## config.mk

```make
export PLATFORM = sky130hd
export DESIGN_NAME = sfifo_wb_if
export DESIGN_NICKNAME = d
export VERILOG_FILES = /design/src/rtl/sfifo_wb_if.sv
export SDC_FILE = /design/constraint.sdc
export NUM_CORES = 1
export LEC_CHECK = 0
export ABC_AREA = 1
export CORE_ASPECT_RATIO = 0.9
export CORE_MARGIN = 4
export CORE_UTILIZATION = 54
export DETAILED_ROUTE_END_ITERATION = 7
export PLACE_DENSITY = 0.84
export SLEW_MARGIN = 20
export SYNTH_ARGS = -nofsm -noshare
export SYNTH_HDL_FRONTEND = slang
export SYNTH_SLANG_ARGS = --single-unit
```

## constraint.sdc

```tcl
create_clock -name wb_clk_i -period 10.2 [get_ports wb_clk_i]
set_input_delay 1.53 -clock wb_clk_i [delete_from_list [all_inputs] [get_ports wb_clk_i]]
set_output_delay 1.53 -clock wb_clk_i [all_outputs]
set_load 0.005 [all_outputs]
```

## src/rtl/sfifo_wb_if.sv

```systemverilog
// WISHBONE register slave: reads a first-word-fall-through sync FIFO with a bounded wait,
// drives per-channel DOUT set/reset pulses, samples DIN with edge capture and counts ticks.
module sfifo_wb_if #(
    parameter int WB_AW      = 6,
    parameter int WB_DW      = 32,
    parameter int SFIFO_DW   = 16,
    parameter int DOUT_N     = 16,
    parameter int DIN_N      = 32,
    parameter int RD_TIMEOUT = 255
) (
    input  logic                wb_clk_i,
    input  logic                wb_rst_i,
    input  logic                wb_cyc_i,
    input  logic                wb_stb_i,
    input  logic                wb_we_i,
    input  logic [3:0]          wb_sel_i,
    input  logic [WB_AW-3:0]    wb_adr_i,
    input  logic [WB_DW-1:0]    wb_dat_i,
    output logic [WB_DW-1:0]    wb_dat_o,
    output logic                wb_ack_o,
    output logic                sfifo_rd_o,
    input  logic                sfifo_empty_i,
    input  logic [SFIFO_DW-1:0] sfifo_di,
    input  logic                sfifo_bp_tick_i,
    output logic [DOUT_N-1:0]   dout_set_o,
    output logic [DOUT_N-1:0]   dout_rst_o,
    input  logic [DIN_N-1:0]    din_i,
    output logic                irq_o
);

    localparam int IDX_BP_TICK  = 0;
    localparam int IDX_STATUS   = 1;
    localparam int IDX_DI       = 2;
    localparam int IDX_DOUT_CMD = 3;
    localparam int IDX_DOUT_SET = 4;
    localparam int IDX_DOUT_RST = 5;
    localparam int IDX_DIN      = 6;
    localparam int IDX_DIN_EDGE = 7;
    localparam int IDX_IRQ_EN   = 8;
    localparam logic [15:0] TO_LAST = 16'(RD_TIMEOUT - 1);

    typedef enum logic [1:0] {
        ST_IDLE = 2'd0,
        ST_WAIT = 2'd1,
        ST_DONE = 2'd2
    } rd_state_e;

    rd_state_e          state_q, state_d;
    logic [15:0]        cnt_q, cnt_d;
    logic               ack_q, ack_d;
    logic               rd_q, rd_d;
    logic [WB_DW-1:0]   dat_q, dat_d;
    logic [DOUT_N-1:0]  set_q, set_d;
    logic [DOUT_N-1:0]  rst_q, rst_d;
    logic               irq_q, irq_d;
    logic               irq_en_q, irq_en_d;
    logic               timeout_q, timeout_d;
    logic [2:0]         bp_sync_q, bp_sync_d;
    logic [31:0]        bp_cnt_q, bp_cnt_d;
    logic [DIN_N-1:0]   din_s1_q, din_s1_d;
    logic [DIN_N-1:0]   din_s2_q, din_s2_d;
    logic [DIN_N-1:0]   din_s3_q, din_s3_d;
    logic [DIN_N-1:0]   din_edge_q, din_edge_d;

    logic               req;
    logic               di_rd;
    logic [31:0]        adr_idx;
    logic [WB_DW-1:0]   di_word;
    logic [WB_DW-1:0]   rd_mux;
    logic               bus_wr;
    logic               wr_full;
    logic               timeout_set;
    logic               to_clr;
    logic [DIN_N-1:0]   din_clr;
    logic               bp_rise;
    logic [DIN_N-1:0]   din_rise;

    // A bus cycle is a request while cyc&stb are high; the slave answers with a
    // single-cycle ack and then idles one cycle, so a held request is acked every other cycle.
    assign req     = wb_cyc_i & wb_stb_i;
    assign adr_idx = 32'(wb_adr_i);
    assign di_rd   = req & ~wb_we_i & (adr_idx == IDX_DI);
    assign di_word = WB_DW'(sfifo_di) << (WB_DW - SFIFO_DW);

    assign bp_sync_d = {bp_sync_q[1:0], sfifo_bp_tick_i};
    assign bp_rise   = bp_sync_q[1] & ~bp_sync_q[2];
    assign din_s1_d  = din_i;
    assign din_s2_d  = din_s1_q;
    assign din_s3_d  = din_s2_q;
    assign din_rise  = din_s2_q & ~din_s3_q;

    always_comb begin
        rd_mux = '0;
        case (adr_idx)
            IDX_BP_TICK:  rd_mux = WB_DW'(bp_cnt_q);
            IDX_STATUS:   rd_mux = WB_DW'({timeout_q, sfifo_empty_i});
            IDX_DIN:      rd_mux = WB_DW'(din_s2_q);
            IDX_DIN_EDGE: rd_mux = WB_DW'(din_edge_q);
            IDX_IRQ_EN:   rd_mux = WB_DW'(irq_en_q);
            default:      rd_mux = '0;
        endcase
    end

    always_comb begin
        state_d     = state_q;
        cnt_d       = cnt_q;
        ack_d       = 1'b0;
        rd_d        = 1'b0;
        dat_d       = '0;
        bus_wr      = 1'b0;
        timeout_set = 1'b0;
        case (state_q)
            ST_IDLE: begin
                if (req && !ack_q) begin
                    if (di_rd) begin
                        if (!sfifo_empty_i) begin
                            ack_d   = 1'b1;
                            rd_d    = 1'b1;
                            dat_d   = di_word;
                            state_d = ST_DONE;
                        end else begin
                            cnt_d   = '0;
                            state_d = ST_WAIT;
                        end
                    end else begin
                        ack_d  = 1'b1;
                        bus_wr = wb_we_i;
                        if (!wb_we_i) dat_d = rd_mux;
                    end
                end
            end
            ST_WAIT: begin
                cnt_d = cnt_q + 16'd1;
                if (!di_rd) begin
                    state_d = ST_IDLE;
                end else if (!sfifo_empty_i) begin
                    ack_d   = 1'b1;
                    rd_d    = 1'b1;
                    dat_d   = di_word;
                    state_d = ST_DONE;
                end else if (cnt_q == TO_LAST) begin
                    ack_d       = 1'b1;
                    timeout_set = 1'b1;
                    state_d     = ST_DONE;
                end
            end
            ST_DONE: state_d = ST_IDLE;
            default: state_d = ST_IDLE;
        endcase
    end

    always_comb begin
        wr_full  = bus_wr && (wb_sel_i == 4'hF);
        set_d    = '0;
        rst_d    = '0;
        irq_en_d = irq_en_q;
        to_clr   = 1'b0;
        din_clr  = '0;
        if (wr_full) begin
            case (adr_idx)
                IDX_STATUS: to_clr = wb_dat_i[1];
                IDX_DOUT_CMD: begin
                    for (int k = 0; k < DOUT_N; k++) begin
                        if (wb_dat_i[31] && (int'(wb_dat_i[29:24]) == k)) begin
                            set_d[k] = wb_dat_i[30];
                            rst_d[k] = ~wb_dat_i[30];
                        end
                    end
                end
                IDX_DOUT_SET: begin
                    for (int k = 0; k < DOUT_N; k++) begin
                        if (k < WB_DW) set_d[k] = wb_dat_i[k];
                    end
                end
                IDX_DOUT_RST: begin
                    for (int k = 0; k < DOUT_N; k++) begin
                        if (k < WB_DW) rst_d[k] = wb_dat_i[k];
                    end
                end
                IDX_DIN_EDGE: din_clr  = wb_dat_i[DIN_N-1:0];
                IDX_IRQ_EN:   irq_en_d = wb_dat_i[0];
                default: ;
            endcase
        end
        // A fresh set outranks a simultaneous write-1-to-clear so no event is lost.
        timeout_d  = (timeout_q & ~to_clr) | timeout_set;
        din_edge_d = (din_edge_q & ~din_clr) | din_rise;
        irq_d      = irq_en_q & (|din_edge_q);
        bp_cnt_d   = bp_cnt_q + 32'(bp_rise);
    end

    always_ff @(posedge wb_clk_i or posedge wb_rst_i) begin
        if (wb_rst_i) begin
            state_q    <= ST_IDLE;
            cnt_q      <= '0;
            ack_q      <= 1'b0;
            rd_q       <= 1'b0;
            dat_q      <= '0;
            set_q      <= '0;
            rst_q      <= '0;
            irq_q      <= 1'b0;
            irq_en_q   <= 1'b0;
            timeout_q  <= 1'b0;
            bp_sync_q  <= '0;
            bp_cnt_q   <= '0;
            din_s1_q   <= '0;
            din_s2_q   <= '0;
            din_s3_q   <= '0;
            din_edge_q <= '0;
        end else begin
            state_q    <= state_d;
            cnt_q      <= cnt_d;
            ack_q      <= ack_d;
            rd_q       <= rd_d;
            dat_q      <= dat_d;
            set_q      <= set_d;
            rst_q      <= rst_d;
            irq_q      <= irq_d;
            irq_en_q   <= irq_en_d;
            timeout_q  <= timeout_d;
            bp_sync_q  <= bp_sync_d;
            bp_cnt_q   <= bp_cnt_d;
            din_s1_q   <= din_s1_d;
            din_s2_q   <= din_s2_d;
            din_s3_q   <= din_s3_d;
            din_edge_q <= din_edge_d;
        end
    end

    assign wb_ack_o   = ack_q;
    assign wb_dat_o   = dat_q;
    assign sfifo_rd_o = rd_q;
    assign dout_set_o = set_q;
    assign dout_rst_o = rst_q;
    assign irq_o      = irq_q;

endmodule

```

==> impl_metrics.ini <==
[logic_synthesis]
yosysMostFrequentCell = nand2_1
synth-adder-area-share_pct = 0.476
ys.flop_type = dfrtp_1
synth_mux_area_share_pct = 0
yosys-top-cells-area = dfrtp_1 (60%), nand2_1 (9.4%), nand3_1 (7.4%)
synth_area_um2 = 10500
synth_largest_area_cell = dfrtp_1
synth_cells = 1195
synth_top_family_by_area = simple AND/OR/NAND/NOR gates
synth_nets = 1294
yosys.area_share.simple_pct = 25.8
synth_commonest_cells = nand2_1 (262), dfrtp_1 (250), nor2_1 (177)
yosysSeqAreaShare_pct = 59.6
syn_area_per_cell_um2 = 8.79
synth_edf_count = 0
synth-compound-area-share_pct = 6.15
yosys_register_bits = 250
ys_async_sr_fraction_pct = 100
synth_xor_area_share_pct = 1.92
synth_top_area_share_pct = 59.6
yosys_warnings = 0
yosysUniqueCellTypes = 32

[sta]
tns_ns = 0
fin_crit_ns = 3.77
fin_skew_ns = 0.0128
drv_slew = 0
finalHoldViolCount = 0
rsz0062_at_grt = false
finalCritPeriodShare_pct = 36.9
worst_pin_slew_ns = 0.888
setup_violations = 0
maxClockFrequency_ghz = 0.266
maxSlewHeadroom_pct = 40.8

[critical_path]
critPathMaxFanout = 38
r2r_start = bp_sync_q[1]
reg2reg_depth = 11
slowest_stage = inv_2
critPathMaxStageDelay_ns = 0.72
worstSetupPathType = primary input to register
worstPathRequired_ns = 10.58
worstPathCellList = clkdlybuf4s50_1, nand2_1, inv_2, nand2_1, inv_2, nand2_1, o21ai_0, o21ai_0
worstReg2RegEnd = bp_cnt_q[18]
cp-start-kind = primary input
rrSetupSlack_ns = 8.00
path_delay_family = buffers and inverters
critical_path_buf_inv_count = 3
cp-end-kind = register
cp_common_cell = nand2_1
worstPathArrival_ns = 4.14

[finish]
num-fill-cells = 1463
fin_area_um2 = 13200
layout-drive-gt1-share_pct = 4.82
area_growth_pct = 25.9
instances_no_fill = 1620
final_nets = 1450
final_util_pct = 69.0
n_antenna_cell = 0
ff_latch_area_um2 = 6260
multiInputGateArea_um2 = 3610

[drt]
wl_per_cell_um = 16.8
route.detailed.drc = 0
drt_iter0_drc = 783
drt-total-wl_um = 27200
via_per_inst = 5.40
firstDrtPassIters = 6
ant_nets = 0
vias = 8749

[cts]
clock_latency_ns = 0.52
cts_made_buffers = 25
post_cts_resize_count = 0
cts_setup_buffers = 0
htree_levels = 1
cts_sinks = 250
path_clk_slew_ns = 0.06
cts_tree = done
clock_path_buffers = 3
cts-root-buf = clkbuf_16
cts_hold_buf = 0

[placed_design]
place_inst = 1574
placed_area_um2 = 12300
numPortBuffers = 161
place_congestion = 0.914
dp_hpwl_um = 19200

[die]
rows = 48
pin_count = 162
die_area_um2 = 21700
die_w_um = 155
die_h_um = 140
core_um2 = 19200
start_util_pct = 54.8

[global_routing]
grt_pass1_wl_um = 43700
grt-ovfl-total = 0
grt_max_degree = 114
grt_usage_pct = 24.9
antenna_found_initial = 0
grt_pass1_vias = 8619

[hold_path]
hp-start = din_s1_q[25]
hold_class = register to register
hold-path-cell-count = 0
min_to = din_s2_q[25]

[pwr]
vdd_drop_max_mv = 0.113
p_leak_uw = 0.00608
power_density_nw_per_um2 = 172
power.total_uw = 2280

[job]
cap_violations = 0

[run_status]
outcome = complete, no violations
[sequential cells by signal, indices dropped and copies added, names as in the netlist, 3 cells and up]
| signal | flops |
|---|---|
| dout_rst_o | 16 |
| dout_set_o | 16 |
| din_s2_q | 32 |
| cnt_q | 16 |
| din_s3_q | 32 |
| wb_dat_o | 32 |
| bp_sync_q | 3 |
| din_s1_q | 32 |
| din_edge_q | 32 |
| bp_cnt_q | 32 |
[worst reg2reg max path: stages (launching register included)]
cell and delay (ns):
dfrtp_1 0.34, inv_1 0.05, nor2_1 0.08, ha_1 0.29
ha_1 0.23, nand3_1 0.11, inv_1 0.10, nand2_1 0.11
nor2_1 0.32, nand2_1 0.18, o21ai_0 0.18, nand2_1 0.08
[stage by stage]
stage	hold slack (ns)	setup WS (ns)
floorplan	0.331	1.80
global route	0.353	6.26
finish	0.347	6.43
CTS	0.348	6.52
global placement	0.332	5.88
detailed placement	0.335	5.99
[how the worst max path moves through the flow]
stage	start	depth (start not counted)	slack (ns)	end
after CTS	wb_adr_i[1]	8	6.52	wb_dat_o[4]
final	wb_adr_i[0]	8	6.43	din_edge_q[28]
after detailed placement	wb_adr_i[1]	8	5.99	wb_dat_o[4]
after global placement	wb_adr_i[0]	8	5.88	din_edge_q[14]
after global routing	wb_adr_i[0]	8	6.26	din_edge_q[10]
after floorplan	wb_rst_i	1	1.80	bp_cnt_q[0]
[per-layer routing]
metal / global-route usage, % / share of wire, % / wire (µm) / vias up
li1: - / - / - / 4134
met5: 0 / 0 / 0 / -
met4: 7.99 / 3.5 / 939 / 0
met3: 3.89 / 8.1 / 2200 / 71
met1: 34.6 / 40 / 11000 / 4160
met2: 40.6 / 48 / 13100 / 384
[placed cells by master (no fill, tap or decap), types with 3 or more instances in the layout]
master | synthesis | layout
clkbuf_16 | 0 | 25
xor2_1 | 20 | 20
nand2_1 | 262 | 262
inv_2 | 2 | 3
nand4_1 | 12 | 12
nand3_1 | 155 | 155
clkbuf_1 | 15 | 3
clkinv_2 | 0 | 3
a21oi_1 | 23 | 23
dfrtp_1 | 250 | 250
ha_1 | 4 | 4
inv_1 | 114 | 112
clkbuf_8 | 0 | 3
clkdlybuf4s50_1 | 0 | 161
nor2_1 | 177 | 177
xnor2_1 | 3 | 3
o22ai_1 | 11 | 11
o21ai_0 | 77 | 77
nand3b_1 | 4 | 4
buf_4 | 3 | 6
nor3_1 | 15 | 15
o21ai_1 | 9 | 9
bufinv_16 | 0 | 7
nor2_2 | 7 | 7
[report_power, final]
group	switching [µW]	total, µW	leakage (µW)	internal (µW)
clock network	384	1040	0.000461	652
registers	30.3	1060	0.00300	1030
logic	111	185	0.00262	73.7
[final cells by class]
| class | count | share of cell area (%) |
|---|---|---|
| clock buffer | 31 | 5.13 |
| clock inverter | 15 | 2.02 |
| inverter | 117 | 3.38 |
| multi-input combinational | 790 | 27.3 |
| sequential | 250 | 47.3 |
| tap | 250 | 2.37 |
| timing repair buffer | 167 | 12.5 |
[logic make-up (layout without fill, tap and decap cells)]
| family | after synthesis | after routing |
|---|---|---|
| simple gates | 640 | 640 |
| flops | 250 | 250 |
| buf+inv | 155 | 330 |
| compound gates | 123 | 123 |
| xor+xnor | 23 | 23 |
| fa+ha+maj | 4 | 4 |
Power figures use the tool's default switching activity.
